===== src/rtl/tamagotchi_fsm_pkg.sv =====
// Shared definitions for the virtual-pet controller: need indices,
// indicator codes, 7-segment digit codes and the game state enum.
package tamagotchi_fsm_pkg;

  // Need indices (also the bit position of each need's button pulse)
  localparam int NEED_SALUD     = 0;
  localparam int NEED_ENERGIA   = 1;
  localparam int NEED_HAMBRE    = 2;
  localparam int NEED_DIVERSION = 3;
  localparam int NUM_NEEDS      = 4;

  // Positions of the two control buttons in the pulse vector
  localparam int BTN_RESET = 4;
  localparam int BTN_TEST  = 5;
  localparam int NUM_BTNS  = 6;

  // One-hot selected-need indicator codes
  localparam logic [3:0] DISP_NONE      = 4'b0000;
  localparam logic [3:0] DISP_SALUD     = 4'b0001;
  localparam logic [3:0] DISP_ENERGIA   = 4'b0010;
  localparam logic [3:0] DISP_HAMBRE    = 4'b0100;
  localparam logic [3:0] DISP_DIVERSION = 4'b1000;

  // Active-low segment codes, bit order {g,f,e,d,c,b,a}
  localparam logic [6:0] SEG_BLANK = 7'b1111111;
  localparam logic [6:0] SEG_0     = 7'b1000000;
  localparam logic [6:0] SEG_1     = 7'b1111001;
  localparam logic [6:0] SEG_2     = 7'b0100100;
  localparam logic [6:0] SEG_3     = 7'b0110000;
  localparam logic [6:0] SEG_4     = 7'b0011001;
  localparam logic [6:0] SEG_5     = 7'b0010010;

  typedef enum logic [1:0] {
    ST_NORMAL   = 2'd0,
    ST_SLEEP    = 2'd1,
    ST_CRITICAL = 2'd2
  } state_t;

  // Digit code for a level; anything above 5 cannot occur and shows blank
  function automatic logic [6:0] seg_code(input logic [2:0] level);
    case (level)
      3'd0:    seg_code = SEG_0;
      3'd1:    seg_code = SEG_1;
      3'd2:    seg_code = SEG_2;
      3'd3:    seg_code = SEG_3;
      3'd4:    seg_code = SEG_4;
      3'd5:    seg_code = SEG_5;
      default: seg_code = SEG_BLANK;
    endcase
  endfunction

  // One-hot indicator pattern for a need index
  function automatic logic [3:0] need_onehot(input logic [1:0] idx);
    case (idx)
      2'd0:    need_onehot = DISP_SALUD;
      2'd1:    need_onehot = DISP_ENERGIA;
      2'd2:    need_onehot = DISP_HAMBRE;
      2'd3:    need_onehot = DISP_DIVERSION;
      default: need_onehot = DISP_NONE;
    endcase
  endfunction

endpackage


===== src/rtl/tamagotchi_fsm_btn_debounce.sv =====
// Push-button conditioner: 2-FF synchronizer, stability debounce and a
// single-cycle pulse on the debounced rising edge.
module tamagotchi_fsm_btn_debounce #(
  parameter int DEBOUNCE_CYCLES = 500_000
) (
  input  logic clk,
  input  logic reset,
  input  logic btn,
  output logic pulse
);

  localparam int CW = (DEBOUNCE_CYCLES > 1) ? $clog2(DEBOUNCE_CYCLES) : 1;

  logic          meta_r;
  logic          sync_r;
  logic          stable_r;
  logic [CW-1:0] cnt_r;

  // Synchronize, then accept a new level only after it has differed from the
  // accepted level for DEBOUNCE_CYCLES consecutive cycles
  always_ff @(posedge clk or negedge reset) begin
    if (!reset) begin
      meta_r   <= 1'b0;
      sync_r   <= 1'b0;
      stable_r <= 1'b0;
      cnt_r    <= '0;
      pulse    <= 1'b0;
    end else begin
      meta_r <= btn;
      sync_r <= meta_r;
      pulse  <= 1'b0;
      if (sync_r != stable_r) begin
        if (cnt_r == CW'(DEBOUNCE_CYCLES - 1)) begin
          stable_r <= sync_r;
          cnt_r    <= '0;
          pulse    <= sync_r;
        end else begin
          cnt_r <= cnt_r + CW'(1);
        end
      end else begin
        cnt_r <= '0;
      end
    end
  end

endmodule


===== src/rtl/tamagotchi_fsm.sv =====
// Virtual-pet game top: button conditioning, game-tick divider, decay timer,
// four saturating need levels, state evaluation and display drivers.
module tamagotchi_fsm
  import tamagotchi_fsm_pkg::*;
#(
  parameter int CLK_FREQ        = 50_000_000,
  parameter int TICK_HZ         = 1,
  parameter int DEBOUNCE_CYCLES = 500_000,
  parameter int DECAY_TICKS     = 10,
  parameter int TEST_DIV        = 10,
  parameter int MAX_LEVEL       = 5,
  parameter int INIT_LEVEL      = 3
) (
  input  logic       clk,
  input  logic       reset,
  input  logic       btn_salud,
  input  logic       btn_energia,
  input  logic       btn_hambre,
  input  logic       btn_diversion,
  input  logic       btn_reset,
  input  logic       btn_test,
  input  logic       ledsign,
  output logic [3:0] display_out,
  output logic [6:0] seg_display,
  output logic       clk_out
);

  localparam int HALF       = CLK_FREQ / (2 * TICK_HZ);
  localparam int DIV_W      = (HALF > 1) ? $clog2(HALF) : 1;
  localparam int TEST_RAW   = DECAY_TICKS / TEST_DIV;
  localparam int TEST_TICKS = (TEST_RAW < 1) ? 1 : TEST_RAW;
  localparam int DEC_W      = (DECAY_TICKS > 1) ? $clog2(DECAY_TICKS) : 1;

  localparam logic [DEC_W-1:0] DEC_LAST_NORM = DEC_W'(DECAY_TICKS - 1);
  localparam logic [DEC_W-1:0] DEC_LAST_TEST = DEC_W'(TEST_TICKS - 1);

  logic [NUM_BTNS-1:0]       press_s;
  logic                      led_meta_r;
  logic                      led_sync_r;
  logic [DIV_W-1:0]          div_cnt_r;
  logic                      tick_s;
  logic [DEC_W-1:0]          dec_cnt_r;
  logic [DEC_W-1:0]          dec_last_s;
  logic                      decay_s;
  logic                      test_mode_r;
  logic                      srst_s;
  logic                      any_zero_s;
  state_t                    cur_state_s;
  state_t                    state_r;
  logic [NUM_NEEDS-1:0][2:0] level_r;
  logic [NUM_NEEDS-1:0][2:0] level_next_s;
  logic [1:0]                sel_r;
  logic [1:0]                sel_next_s;
  logic                      sel_valid_r;
  logic                      sel_valid_next_s;

  function automatic logic [2:0] sat_inc(input logic [2:0] v);
    if (v >= 3'(MAX_LEVEL)) begin
      sat_inc = 3'(MAX_LEVEL);
    end else begin
      sat_inc = v + 3'd1;
    end
  endfunction

  function automatic logic [2:0] sat_dec(input logic [2:0] v);
    if (v == 3'd0) begin
      sat_dec = 3'd0;
    end else begin
      sat_dec = v - 3'd1;
    end
  endfunction

  tamagotchi_fsm_btn_debounce #(.DEBOUNCE_CYCLES(DEBOUNCE_CYCLES)) u_db_salud (
    .clk(clk), .reset(reset), .btn(btn_salud), .pulse(press_s[NEED_SALUD]));
  tamagotchi_fsm_btn_debounce #(.DEBOUNCE_CYCLES(DEBOUNCE_CYCLES)) u_db_energia (
    .clk(clk), .reset(reset), .btn(btn_energia), .pulse(press_s[NEED_ENERGIA]));
  tamagotchi_fsm_btn_debounce #(.DEBOUNCE_CYCLES(DEBOUNCE_CYCLES)) u_db_hambre (
    .clk(clk), .reset(reset), .btn(btn_hambre), .pulse(press_s[NEED_HAMBRE]));
  tamagotchi_fsm_btn_debounce #(.DEBOUNCE_CYCLES(DEBOUNCE_CYCLES)) u_db_diversion (
    .clk(clk), .reset(reset), .btn(btn_diversion), .pulse(press_s[NEED_DIVERSION]));
  tamagotchi_fsm_btn_debounce #(.DEBOUNCE_CYCLES(DEBOUNCE_CYCLES)) u_db_reset (
    .clk(clk), .reset(reset), .btn(btn_reset), .pulse(press_s[BTN_RESET]));
  tamagotchi_fsm_btn_debounce #(.DEBOUNCE_CYCLES(DEBOUNCE_CYCLES)) u_db_test (
    .clk(clk), .reset(reset), .btn(btn_test), .pulse(press_s[BTN_TEST]));

  assign srst_s = press_s[BTN_RESET];

  // Light sensor is level-sensitive, only synchronized
  always_ff @(posedge clk or negedge reset) begin
    if (!reset) begin
      led_meta_r <= 1'b0;
      led_sync_r <= 1'b0;
    end else begin
      led_meta_r <= ledsign;
      led_sync_r <= led_meta_r;
    end
  end

  // Game-tick square wave; the game reset button deliberately leaves it running
  always_ff @(posedge clk or negedge reset) begin
    if (!reset) begin
      div_cnt_r <= '0;
      clk_out   <= 1'b0;
    end else if (div_cnt_r == DIV_W'(HALF - 1)) begin
      div_cnt_r <= '0;
      clk_out   <= ~clk_out;
    end else begin
      div_cnt_r <= div_cnt_r + DIV_W'(1);
    end
  end

  // Tick = the cycle clk_out rises; decay fires when the tick counter wraps
  always_comb begin
    tick_s     = (div_cnt_r == DIV_W'(HALF - 1)) && !clk_out;
    dec_last_s = test_mode_r ? DEC_LAST_TEST : DEC_LAST_NORM;
    decay_s    = tick_s && !press_s[BTN_TEST] && (dec_cnt_r >= dec_last_s);
  end

  // State from current levels and light sensor: SLEEP > CRITICAL > NORMAL
  always_comb begin
    any_zero_s = 1'b0;
    for (int i = 0; i < NUM_NEEDS; i++) begin
      if (level_r[i] == 3'd0) begin
        any_zero_s = 1'b1;
      end else begin
        any_zero_s = any_zero_s;
      end
    end
    if (led_sync_r) begin
      cur_state_s = ST_SLEEP;
    end else if (any_zero_s) begin
      cur_state_s = ST_CRITICAL;
    end else begin
      cur_state_s = ST_NORMAL;
    end
  end

  // Next levels and selection; a feed on a need overrides its decay step
  always_comb begin
    level_next_s     = level_r;
    sel_next_s       = sel_r;
    sel_valid_next_s = sel_valid_r;
    for (int i = 0; i < NUM_NEEDS; i++) begin
      if (press_s[i] && sel_valid_r && (sel_r == 2'(i))) begin
        if (cur_state_s != ST_SLEEP) begin
          level_next_s[i] = sat_inc(level_r[i]);
        end else begin
          level_next_s[i] = level_r[i];
        end
      end else if (decay_s) begin
        if (cur_state_s == ST_SLEEP) begin
          if (i == NEED_ENERGIA) begin
            level_next_s[i] = sat_inc(level_r[i]);
          end else begin
            level_next_s[i] = level_r[i];
          end
        end else begin
          level_next_s[i] = sat_dec(level_r[i]);
        end
      end else begin
        level_next_s[i] = level_r[i];
      end
      if (press_s[i] && !(sel_valid_r && (sel_r == 2'(i)))) begin
        sel_next_s       = 2'(i);
        sel_valid_next_s = 1'b1;
      end else begin
        sel_next_s       = sel_next_s;
        sel_valid_next_s = sel_valid_next_s;
      end
    end
  end

  // Game state machine with registered display outputs; btn_reset acts as soft reset
  always_ff @(posedge clk or negedge reset) begin
    if (!reset) begin
      state_r     <= ST_NORMAL;
      level_r     <= {NUM_NEEDS{3'(INIT_LEVEL)}};
      sel_r       <= 2'd0;
      sel_valid_r <= 1'b0;
      test_mode_r <= 1'b0;
      dec_cnt_r   <= '0;
      display_out <= DISP_NONE;
      seg_display <= SEG_BLANK;
    end else if (srst_s) begin
      state_r     <= ST_NORMAL;
      level_r     <= {NUM_NEEDS{3'(INIT_LEVEL)}};
      sel_r       <= 2'd0;
      sel_valid_r <= 1'b0;
      test_mode_r <= 1'b0;
      dec_cnt_r   <= '0;
      display_out <= DISP_NONE;
      seg_display <= SEG_BLANK;
    end else begin
      state_r     <= cur_state_s;
      level_r     <= level_next_s;
      sel_r       <= sel_next_s;
      sel_valid_r <= sel_valid_next_s;
      if (press_s[BTN_TEST]) begin
        test_mode_r <= ~test_mode_r;
        dec_cnt_r   <= '0;
      end else if (tick_s) begin
        test_mode_r <= test_mode_r;
        if (dec_cnt_r >= dec_last_s) begin
          dec_cnt_r <= '0;
        end else begin
          dec_cnt_r <= dec_cnt_r + DEC_W'(1);
        end
      end else begin
        test_mode_r <= test_mode_r;
        dec_cnt_r   <= dec_cnt_r;
      end
      display_out <= sel_valid_r ? need_onehot(sel_r) : DISP_NONE;
      if (!sel_valid_r) begin
        seg_display <= SEG_BLANK;
      end else if ((state_r == ST_CRITICAL) && !clk_out) begin
        seg_display <= SEG_BLANK;
      end else begin
        seg_display <= seg_code(level_r[sel_r]);
      end
    end
  end

endmodule


===== config.mk =====
export PLATFORM = sky130hd
export DESIGN_NAME = tamagotchi_fsm
export DESIGN_NICKNAME = d
export VERILOG_FILES = /design/src/rtl/tamagotchi_fsm_pkg.sv /design/src/rtl/tamagotchi_fsm_btn_debounce.sv /design/src/rtl/tamagotchi_fsm.sv
export SDC_FILE = /design/constraint.sdc
export NUM_CORES = 1
export LEC_CHECK = 0
export CAP_MARGIN = 15
export CELL_PAD_IN_SITES_DETAIL_PLACEMENT = 0
export CELL_PAD_IN_SITES_GLOBAL_PLACEMENT = 1
export CORE_MARGIN = 1
export CORE_UTILIZATION = 37
export DETAILED_ROUTE_END_ITERATION = 12
export GPL_TIMING_DRIVEN = 0
export PLACE_DENSITY_LB_ADDON = 0.2
export REMOVE_ABC_BUFFERS = 1
export SYNTH_ARGS = -nofsm -noshare
export SYNTH_HDL_FRONTEND = slang
export SYNTH_SLANG_ARGS = --single-unit

===== constraint.sdc =====
create_clock -name clk -period 2.6 [get_ports clk]
set_input_delay 0.39 -clock clk [delete_from_list [all_inputs] [get_ports clk]]
set_output_delay 0.39 -clock clk [all_outputs]
set_load 0.02 [all_outputs]

# After elaboration in Yosys (flattened, before gate mapping)
# Index checks and enable logic that the tools add are counted.
classes:
  addsub: 16
  n_lt_le_gt_ge: 6
  eq_ne: 31
  muxes: 83
  n_bitwise: 2
  n_reduce_logical: 49
ops:
  columns: ["op", "count"]
  rows:
  - ["two-way mux 19 bit", 12]
  - ["adder 19 x 1 -> 19 bit, second input constant", 6]
  - ["== test 19 bit, second input constant", 6]
  - ["two-way mux 3 bit", 25]
  - ["case mux 7 bit (6 select lines)", 1]
  - ["two-way mux 4 bit", 7]
  - ["adder 25 x 1 -> 25 bit, second input constant", 1]
  - ["== test 25 bit, second input constant", 1]
  - ["two-way mux 25 bit", 1]
  - ["two-way mux 1 bit", 23]
  - ["two-way mux 7 bit", 3]
  - ["logical AND 1 bit", 20]
  - ["two-way mux 2 bit", 8]
  - ["case mux 4 bit (4 select lines)", 1]
  - ["logical NOT 3 bit", 5]
  - ["nonzero test 3 bit", 5]
  - ["AND reduction 2 bit", 7]
  - ["adder 3 x 1 -> 3 bit, second input constant", 4]
  - [">= comparator 3 bit, second input constant", 4]
  - ["two-way mux 12 bit", 1]
  - ["inequality test 3 x 1 -> 1 bit, second input constant", 4]
  - ["subtractor 3 x 1 -> 3 bit, second input constant", 4]
  - ["inequality test 3 x 2 -> 1 bit, second input constant", 3]
  - ["AND reduction 3 bit", 3]
  - ["16 further kinds", 32]
totals:
  register_bits: 199
  inputBits: 9
  out_inout_bits: 12
  word_cells: 232

# Longest topological paths before layout
# Gate-level depths: netlist of run 1.
logic_depth:
  depth_word: 12
  ltp_mapped: 8
  mapped_depth_nobuf: 7

# Modules after synthesis
# A second synthesis of run 1 with hierarchy kept.
unflattened:
  cells_unflattened: 1042
  hier_area_um2: 10387.5
by_module_without_submodules:
  columns: ["module", "instances", "cells_per_inst", "area_each_um2", "seq_area_each_um2"]
  rows:
  - ["tamagotchi_fsm_btn_debounce at u_db_energia ...", 4, 110, 1118.6, 575.6]
  - ["tamagotchi_fsm", 1, 388, 3636.0, 1519.0]
  - ["tamagotchi_fsm_btn_debounce at u_db_diversion", 1, 106, 1144.8, 575.6]
  - ["tamagotchi_fsm_btn_debounce at u_db_test", 1, 108, 1132.3, 575.6]

# Least setup slack after synthesis of run 1
# Ideal clock, no wire load.
synth_path:
  path_type: "register -> register"
  start: "register div_cnt_r[8]"
  end: "register level_r[0] (netlist name)"
  setup_time_ns: 0.097
  arrival_time_ns: 2.403
  required_ns: 2.503
  path_slack_ns: 0.100
  path_stages_with_launch: 7
  n_path_buf: 1
  period_less_slack_ns: 2.500
  cell_sequence: "dfrtp_1 or4b_4 or4_1 or4_1 buf_2 o41ai_2 a22oi_1"
synth_between:
  elab_chain_len: 6
synth_lines:
  columns: ["item", "line", "text"]
  rows:
  - ["from (decl)", "tamagotchi_fsm.sv:40", "logic [DIV_W-1:0] div_cnt_r;"]
  - ["from (signal assigned)", "tamagotchi_fsm.sv:108", "div_cnt_r <= div_cnt_r + DIV_W'(1);"]
  - ["== test 25 bit", "tamagotchi_fsm.sv:114", "tick_s = (div_cnt_r == DIV_W'(HALF - 1)) && !clk_out;"]
  - ["logical AND 1 bit", "tamagotchi_fsm.sv:114", null]
  - ["logical AND 1 bit (2 in series)", "tamagotchi_fsm.sv:116", "decay_s = tick_s && !press_s[BTN_TEST] && (dec_cnt_r >= dec_last_s);"]
  - ["nonzero test 3 bit (no line)", null, null]
  - ["AND reduction 3 bit (no line)", null, null]
  - ["to (signal assigned)", "tamagotchi_fsm.sv:177", "level_r <= {NUM_NEEDS{3'(INIT_LEVEL)}};"]
  - ["to (signal assigned)", "tamagotchi_fsm.sv:186", "level_r <= {NUM_NEEDS{3'(INIT_LEVEL)}};"]
  - ["to (signal assigned)", "tamagotchi_fsm.sv:195", "level_r <= level_next_s;"]
  - ["to (decl)", "tamagotchi_fsm.sv:50", "logic [NUM_NEEDS-1:0][2:0] level_r;"]
# No other way between the ends.
# A chain may end at the register's enable or synchronous reset.

# Worst setup path after layout of run 1
layout_path:
  start: "register div_cnt_r[9]"
  end: "register level_r[0] (netlist name)"
# The elaborated chain is that of the path after synthesis.

==> qor.txt, run 1 <==
Via density -> 5.07
vias in the first global route -> 6500
CP max stage delay -> 600 ps
R2R Setup Slk -> 60 ps
# IOs -> 21
antenna viol nets, final -> 0
Post-DP HPWL -> 12500 um
Starting Density -> 0.382
sequential fraction of the synthesis area -> 0.512
worst path bufs/invs -> 0
Critical Path RT -> 2940 ps
Synth Register Bits -> 198
P_leak -> 4.65 nW
Site Rows -> 58
final net count -> 1028
share of synthesized registers carrying an async set or reset -> 1.00
first-pass GRT wire length -> 33200 um
Crit. End Element -> flip-flop
CP Max Fanout -> 6
# diodes -> 0
min-delay src -> u_db_diversion.meta_r
Hold Path Stages -> 0
fin crit share -> 0.978
fin area -> 11000 um2
Achievable Freq -> 393 MHz
Most Frequent Cell on Critical Path -> or4_4
final WL -> 18900 um
Max H-tree Level -> 4
layout cells sized above 1 -> 0.0885
placed insts -> 1298
fin crit period -> 2540 ps
Unique masters post-synth -> 54
worst slew pin tran -> 880 ps
crit-path leading delay family -> simple AND/OR/NAND/NOR gates
RePlAce Congestion -> 0.793
Die X -> 164 um
Endpoint, Worst Hold -> u_db_diversion.sync_r
reg-to-reg startpoint -> div_cnt_r[9]
PD cells -> 552 nW/um2
CTS max path bufs -> 2
Max-slew headroom -> 0.408
post-detailed-route wirelength per cell -> 14.1 um
gr ovfl total -> 0
Slew Viols, Final -> 0
Worst Skew -> 9.99 ps
DR iter-0 viols -> 271
IO Port Bufs -> 20
Reg2Reg Depth -> 5
post-synth top area share -> 0.474
Max Cap Viol -> 0
final std cells w/o fill -> 1336
initial antenna violation count -> 0
clock-pin slew on the worst setup and hold paths -> 70 ps
Slowest-stage cell, CP -> or4_4
number of enable flip-flop cells after synthesis -> 0
drt drc -> 0
yosys warns -> 0
die height -> 164 um
dpl ws -> -144 ps
Worst VDD drop -> 0.419 mV
Mapped Area -> 9720 um2
final setup violation count -> 0
CTS tree -> yes
crit path cell chain -> or4b_4 > or4_4 > or4_4 > o41ai_2 > a22oi_1
area used by multi-input combinational logic -> 4620 um2
RSZ-0062 raised after global routing -> true
die area -> 26900 um2
Startpoint Class -> flip-flop
# clock sinks -> 198
largest net degree at the start of global routing -> 108
Most used DFF post-synth -> dfrtp_1
worst hold path class -> flip-flop to flip-flop
Levels on crit path -> 5
ranking of synthesized cells by area -> dfrtp_1 47%, xor2_1 7.1%, nor2_1 6.6%, xnor2_1 4.7%, dfstp_2 3.8%
fill count -> 2460
total track usage -> 0.154
CTS buffer count -> 17
register area -> 4970 um2
worst r2r dst -> level_r[0]
outcome -> complete, no violations
Mean Syn Cell Area -> 10.0 um2
DP Area -> 10300 um2
Synth area leader -> dfrtp_1
drt first pass iters -> 7
Pwr Total -> 6.08 mW
Critical Path AT -> 2890 ps
core footprint -> 25500 um2
root buffer selected by CTS -> clkbuf_16
clock latency on the worst-skew pair -> 440 ps
via count -> 6769
setup ws final -> 56.2 ps
Hold Fails Final Rpt -> 0
Crit Path Category -> flip-flop to flip-flop
Area Overhead vs Synth -> 13.3%
Cells after Synth -> 971
[state kept, by name, indices dropped and copies added (netlist names), 2 cells and up]
| register | count |
|---|---|
| div_cnt_r | 25 |
| u_db_diversion.cnt_r | 19 |
| u_db_energia.cnt_r | 19 |
| u_db_hambre.cnt_r | 19 |
| u_db_reset.cnt_r | 19 |
| u_db_salud.cnt_r | 19 |
| u_db_test.cnt_r | 19 |
| level_r | 12 |
| seg_display | 6 |
| dec_cnt_r | 4 |
| display_out | 4 |
| sel_r | 2 |
| state_r | 2 |
[cell families (layout without fill, tap and decap cells)]
group,count (synthesis),in the layout,share of synthesized area
xor+xnor,131,131,0.118
compound gates,68,68,0.0452
flops,198,198,0.512
buf+inv,53,88,0.0210
simple gates,480,480,0.248
mux,15,15,0.0228
fa+ha+maj,26,26,0.0335
[report_power, final]
group / total (mW) / leakage (nW) / switching (mW) / internal, mW
logic: 0.159 / 1.71 / 0.113 / 0.0461
clock network: 2.77 / 0.289 / 1.30 / 1.47
registers: 3.15 / 2.65 / 0.0352 / 3.11
[worst max-delay path by stage]
| stage | startpoint | to | slack [ps] |
|---|---|---|---|
| 6_report | div_cnt_r[9] | level_r[0] | 60 |
| 5_1_grt | div_cnt_r[9] | level_r[0] | -30 |
| 4_1_cts | div_cnt_r[8] | level_r[5] | -30 |
| 3_5_place_dp | div_cnt_r[8] | level_r[5] | -140 |
| 3_3_place_gp | reset | display_out[1] | -7560 |
| 2_1_floorplan | div_cnt_r[8] | level_r[0] | 110 |
[through the flow]
step                       util  TNS (ps)  hold slack [ps]
after global placement    0.402  -1457950              333
after floorplan               -         0             94.4
after detailed placement  0.404      -750              335
after global routing      0.433     -52.0              359
final                     0.433         0              349
after CTS                 0.429     -26.4              352
[cells in the final DEF (no fill, tap or decap), types with 4 or more instances in the layout]
master,count
ha_1,26
inv_6,4
or2_2,4
dfstp_2,14
nor3b_1,6
nand2b_1,8
inv_1,28
or3_1,4
nand4_1,36
mux2_2,7
nand4b_1,8
o211ai_1,9
xor2_1,79
mux4_2,5
clkbuf_16,17
or4_1,6
and2_1,6
and3_1,17
a211oi_1,4
a21oi_1,12
nand2_1,80
nor4_1,12
clkdlybuf4s50_1,19
o21ai_0,18
dfrtp_1,183
nor2_1,171
nor3_1,26
nor4b_1,9
and4_1,10
buf_4,6
nand3_1,56
xnor2_1,52
[layer usage]
| layer | GRT usage | routed length (um) | up-vias |
|---|---|---|---|
| met5 | 0 | 0 | - |
| met4 | 0.0417 | 180 | 0 |
| met3 | 0.0369 | 615 | 16 |
| met2 | 0.229 | 8250 | 75 |
| met1 | 0.223 | 9820 | 3274 |
| li1 | - | - | 3404 |
[repair_timing]
action / CTS / global route
endpoints found under the hold margin: 11 / 0
gates resized for setup: 6 / 12
buffers inserted: 0 / 5
pin swaps: 1 / 3
endpoints found under the setup margin: 8 / 10
hold buffers: 1 / 0
[synth_stat cells (3+ instances only)]
| master | instances |
|---|---|
| o21ai_0 | 19 |
| or3_1 | 4 |
| nand2_1 | 80 |
| dfrtp_1 | 184 |
| mux2i_1 | 3 |
| nand3b_1 | 3 |
| nor2_1 | 171 |
| and3_1 | 17 |
| and4_1 | 10 |
| and3b_1 | 3 |
| clkbuf_1 | 21 |
| nor4_1 | 14 |
| nand4b_1 | 8 |
| nor3b_1 | 6 |
| nand3_1 | 56 |
| mux2_2 | 7 |
| or4_1 | 8 |
| nand2b_1 | 8 |
| nand4_1 | 36 |
| o2111ai_1 | 3 |
| nor4b_1 | 9 |
| dfstp_2 | 14 |
| mux4_2 | 5 |
| nor3_1 | 26 |
| xor2_1 | 79 |
| a21oi_1 | 14 |
| ha_1 | 26 |
| or2_2 | 4 |
| and2_1 | 6 |
| inv_1 | 28 |
| a211oi_1 | 7 |
| xnor2_1 | 52 |
| o221ai_1 | 3 |
| o211ai_1 | 9 |
[layout make-up]
class	count	share of cell area
timing repair buffer	28	0.0261
tap	330	0.0375
inverter	28	0.00954
clock inverter	14	0.0167
clock buffer	18	0.0390
multi-input combinational	720	0.420
sequential	198	0.451
No activity file was read; power rests on OpenSTA's default activity.
==> run 2, diff against run 1 <==
clock period = 2.7 ns   (was 2.6 ns; I/O delays follow)
==> qor.txt, run 2 (same netlist as run 1, synthesis figures left out) <==
Worst VDD drop -> 0.404 mV (was 0.419 mV)
Max Cap Viol -> 0 (unchanged)
Worst Skew -> 11.1 ps (was 9.99 ps)
hold_ws -> -40.2 ps (was 349 ps)
Die X -> 164 um (unchanged)
Via density -> 5.08 (was 5.07)
vias in the first global route -> 6508 (was 6500)
final WL -> 18800 um (was 18900 um)
fin area -> 10900 um2 (was 11000 um2)
CTS buffer count -> 17 (unchanged)
clock-pin slew on the worst setup and hold paths -> 70 ps (about the same)
Slew Viols, Final -> 0 (unchanged)
PD cells -> 535 nW/um2 (was 552 nW/um2)
post-detailed-route wirelength per cell -> 14.2 um (was 14.1 um)
# clock sinks -> 198 (unchanged)
Area Overhead vs Synth -> 12.5% (was 13.3%)
layout cells sized above 1 -> 0.0780 (was 0.0885)
failing checks -> negative hold slack
fin crit share -> 0.964 (was 0.978)
Critical Path RT -> 3020 ps (was 2940 ps)
outcome -> finished, violations left (was complete, no violations)
largest net degree at the start of global routing -> 108 (unchanged)
most common cell after layout, fill and taps aside -> dfrtp_1 (unchanged)
die area -> 26900 um2 (unchanged)
worst hold path class -> primary input to async pin (was flip-flop to flip-flop)
Site Rows -> 58 (unchanged)
worst slew pin tran -> 855 ps (was 880 ps)
CP Max Fanout -> 5 (was 6)
fill count -> 2462 (was 2460)
drt drc -> 0 (unchanged)
Startpoint Class -> flip-flop (unchanged)
total track usage -> 0.154 (about the same)
Max H-tree Level -> 4 (unchanged)
Pwr Total -> 5.85 mW (was 6.08 mW)
CTS tree -> yes (unchanged)
placed insts -> 1298 (unchanged)
Max-slew headroom -> 0.425 (was 0.408)
final std cells w/o fill -> 1330 (was 1336)
# diodes -> 0 (unchanged)
IO Port Bufs -> 20 (unchanged)
Crit. End Element -> flip-flop (unchanged)
Critical Path AT -> 2920 ps (was 2890 ps)
clock latency on the worst-skew pair -> 440 ps (about the same)
first-pass GRT wire length -> 33200 um (about the same)
highest-count cells in the layout ignoring fill and taps -> 183 x dfrtp_1, 171 x nor2_1, 80 x nand2_1 (unchanged)
die height -> 164 um (unchanged)
P_leak -> 4.61 nW (was 4.65 nW)
Starting Density -> 0.382 (unchanged)
register with the most flip-flops -> div_cnt_r (unchanged)
fin crit period -> 2600 ps (was 2540 ps)
Post-DP HPWL -> 12500 um (unchanged)
final setup violation count -> 0 (unchanged)
fin util -> 0.429 (was 0.433)
RSZ-0062 raised after global routing -> true (unchanged)
Achievable Freq -> 384 MHz (was 393 MHz)
gr ovfl total -> 0 (unchanged)
root buffer selected by CTS -> clkbuf_16 (unchanged)
drt first pass iters -> 6 (was 7)
Reg2Reg Depth -> 5 (unchanged)
DP Area -> 10300 um2 (unchanged)
final net count -> 1022 (was 1028)
antenna viol nets, final -> 0 (unchanged)
max reg flops -> 25 (unchanged)
CTS max path bufs -> 2 (unchanged)
# IOs -> 21 (unchanged)
core footprint -> 25500 um2 (unchanged)
Crit Path Category -> flip-flop to flip-flop (unchanged)
via count -> 6761 (was 6769)
Hold Fails Final Rpt -> 24 (was 0)
RePlAce Congestion -> 0.793 (unchanged)
initial antenna violation count -> 0 (unchanged)
DR iter-0 viols -> 342 (was 271)
## run 2: changes by cell type in the layout (fill, tap and decap cells not counted), sizes merged
cell	change
dlygate4sd3	-1
buf	-5
## run 2: final timing paths
path	slack (ps)	start	endpoint
max in group asynchronous	1770	reset	u_db_reset.cnt_r[16]
worst min-delay path	-40	reset	div_cnt_r[8]
worst max register to register	100	div_cnt_r[8]	level_r[5]
worst min register to register	350	u_db_diversion.meta_r	u_db_diversion.sync_r
min in group clk	350	u_db_diversion.meta_r	u_db_diversion.sync_r
worst max-delay path	100	div_cnt_r[8]	level_r[5]
## run 2: metal layers
| layer | GRT usage | part of all wire |
|---|---|---|
| met4 | 0.0417 | 0.0094 |
| met2 | 0.229 | 0.44 |
| met1 | 0.223 | 0.52 |
| met3 | 0.0369 | 0.032 |
| met5 | 0 | 0 |
## run 2: final cells by class
type                    count  area (um2)  share of cell area
flip-flops and latches    198        4970               0.455
multi-input cells         720        4590               0.420
repair buffers             22         240              0.0220
inverters                  28         105             0.00961
clock inverters            14         184              0.0168
clock buffers              18         429              0.0392
well taps                 330         413              0.0378
## run 2: worst max-delay path: stages, from the launching register on
cell	delay (ps)
dfrtp_1	440
or4b_4	580
or4_1	580
nor4_2	390
a21oi_1	190
mux2_2	300
## run 2: report_power, final
part | internal (mW) | switching (mW) | total, mW
Combinational | 0.0436 | 0.108 | 0.152
Sequential | 3.00 | 0.0336 | 3.03
Clock | 1.41 | 1.26 | 2.67
Total | 4.46 | 1.40 | 5.85
## run 2: timing repair
item,in CTS,in global routing
endpoints found under the setup margin,6,10
gates resized for setup,1,9
buffers inserted,0,0
pin swaps,0,1
hold buffers,0,0
## run 2: metrics by stage
| stage | setup TNS [ps] | setup slack (ps) |
|---|---|---|
| global placement | -1440490 | -7480 |
| CTS | -261 | -70.1 |
| finish | 0 | 96.5 |
| global route | -27.0 | -27.0 |
| floorplan | 0 | 211 |
| detailed placement | -150 | -43.8 |
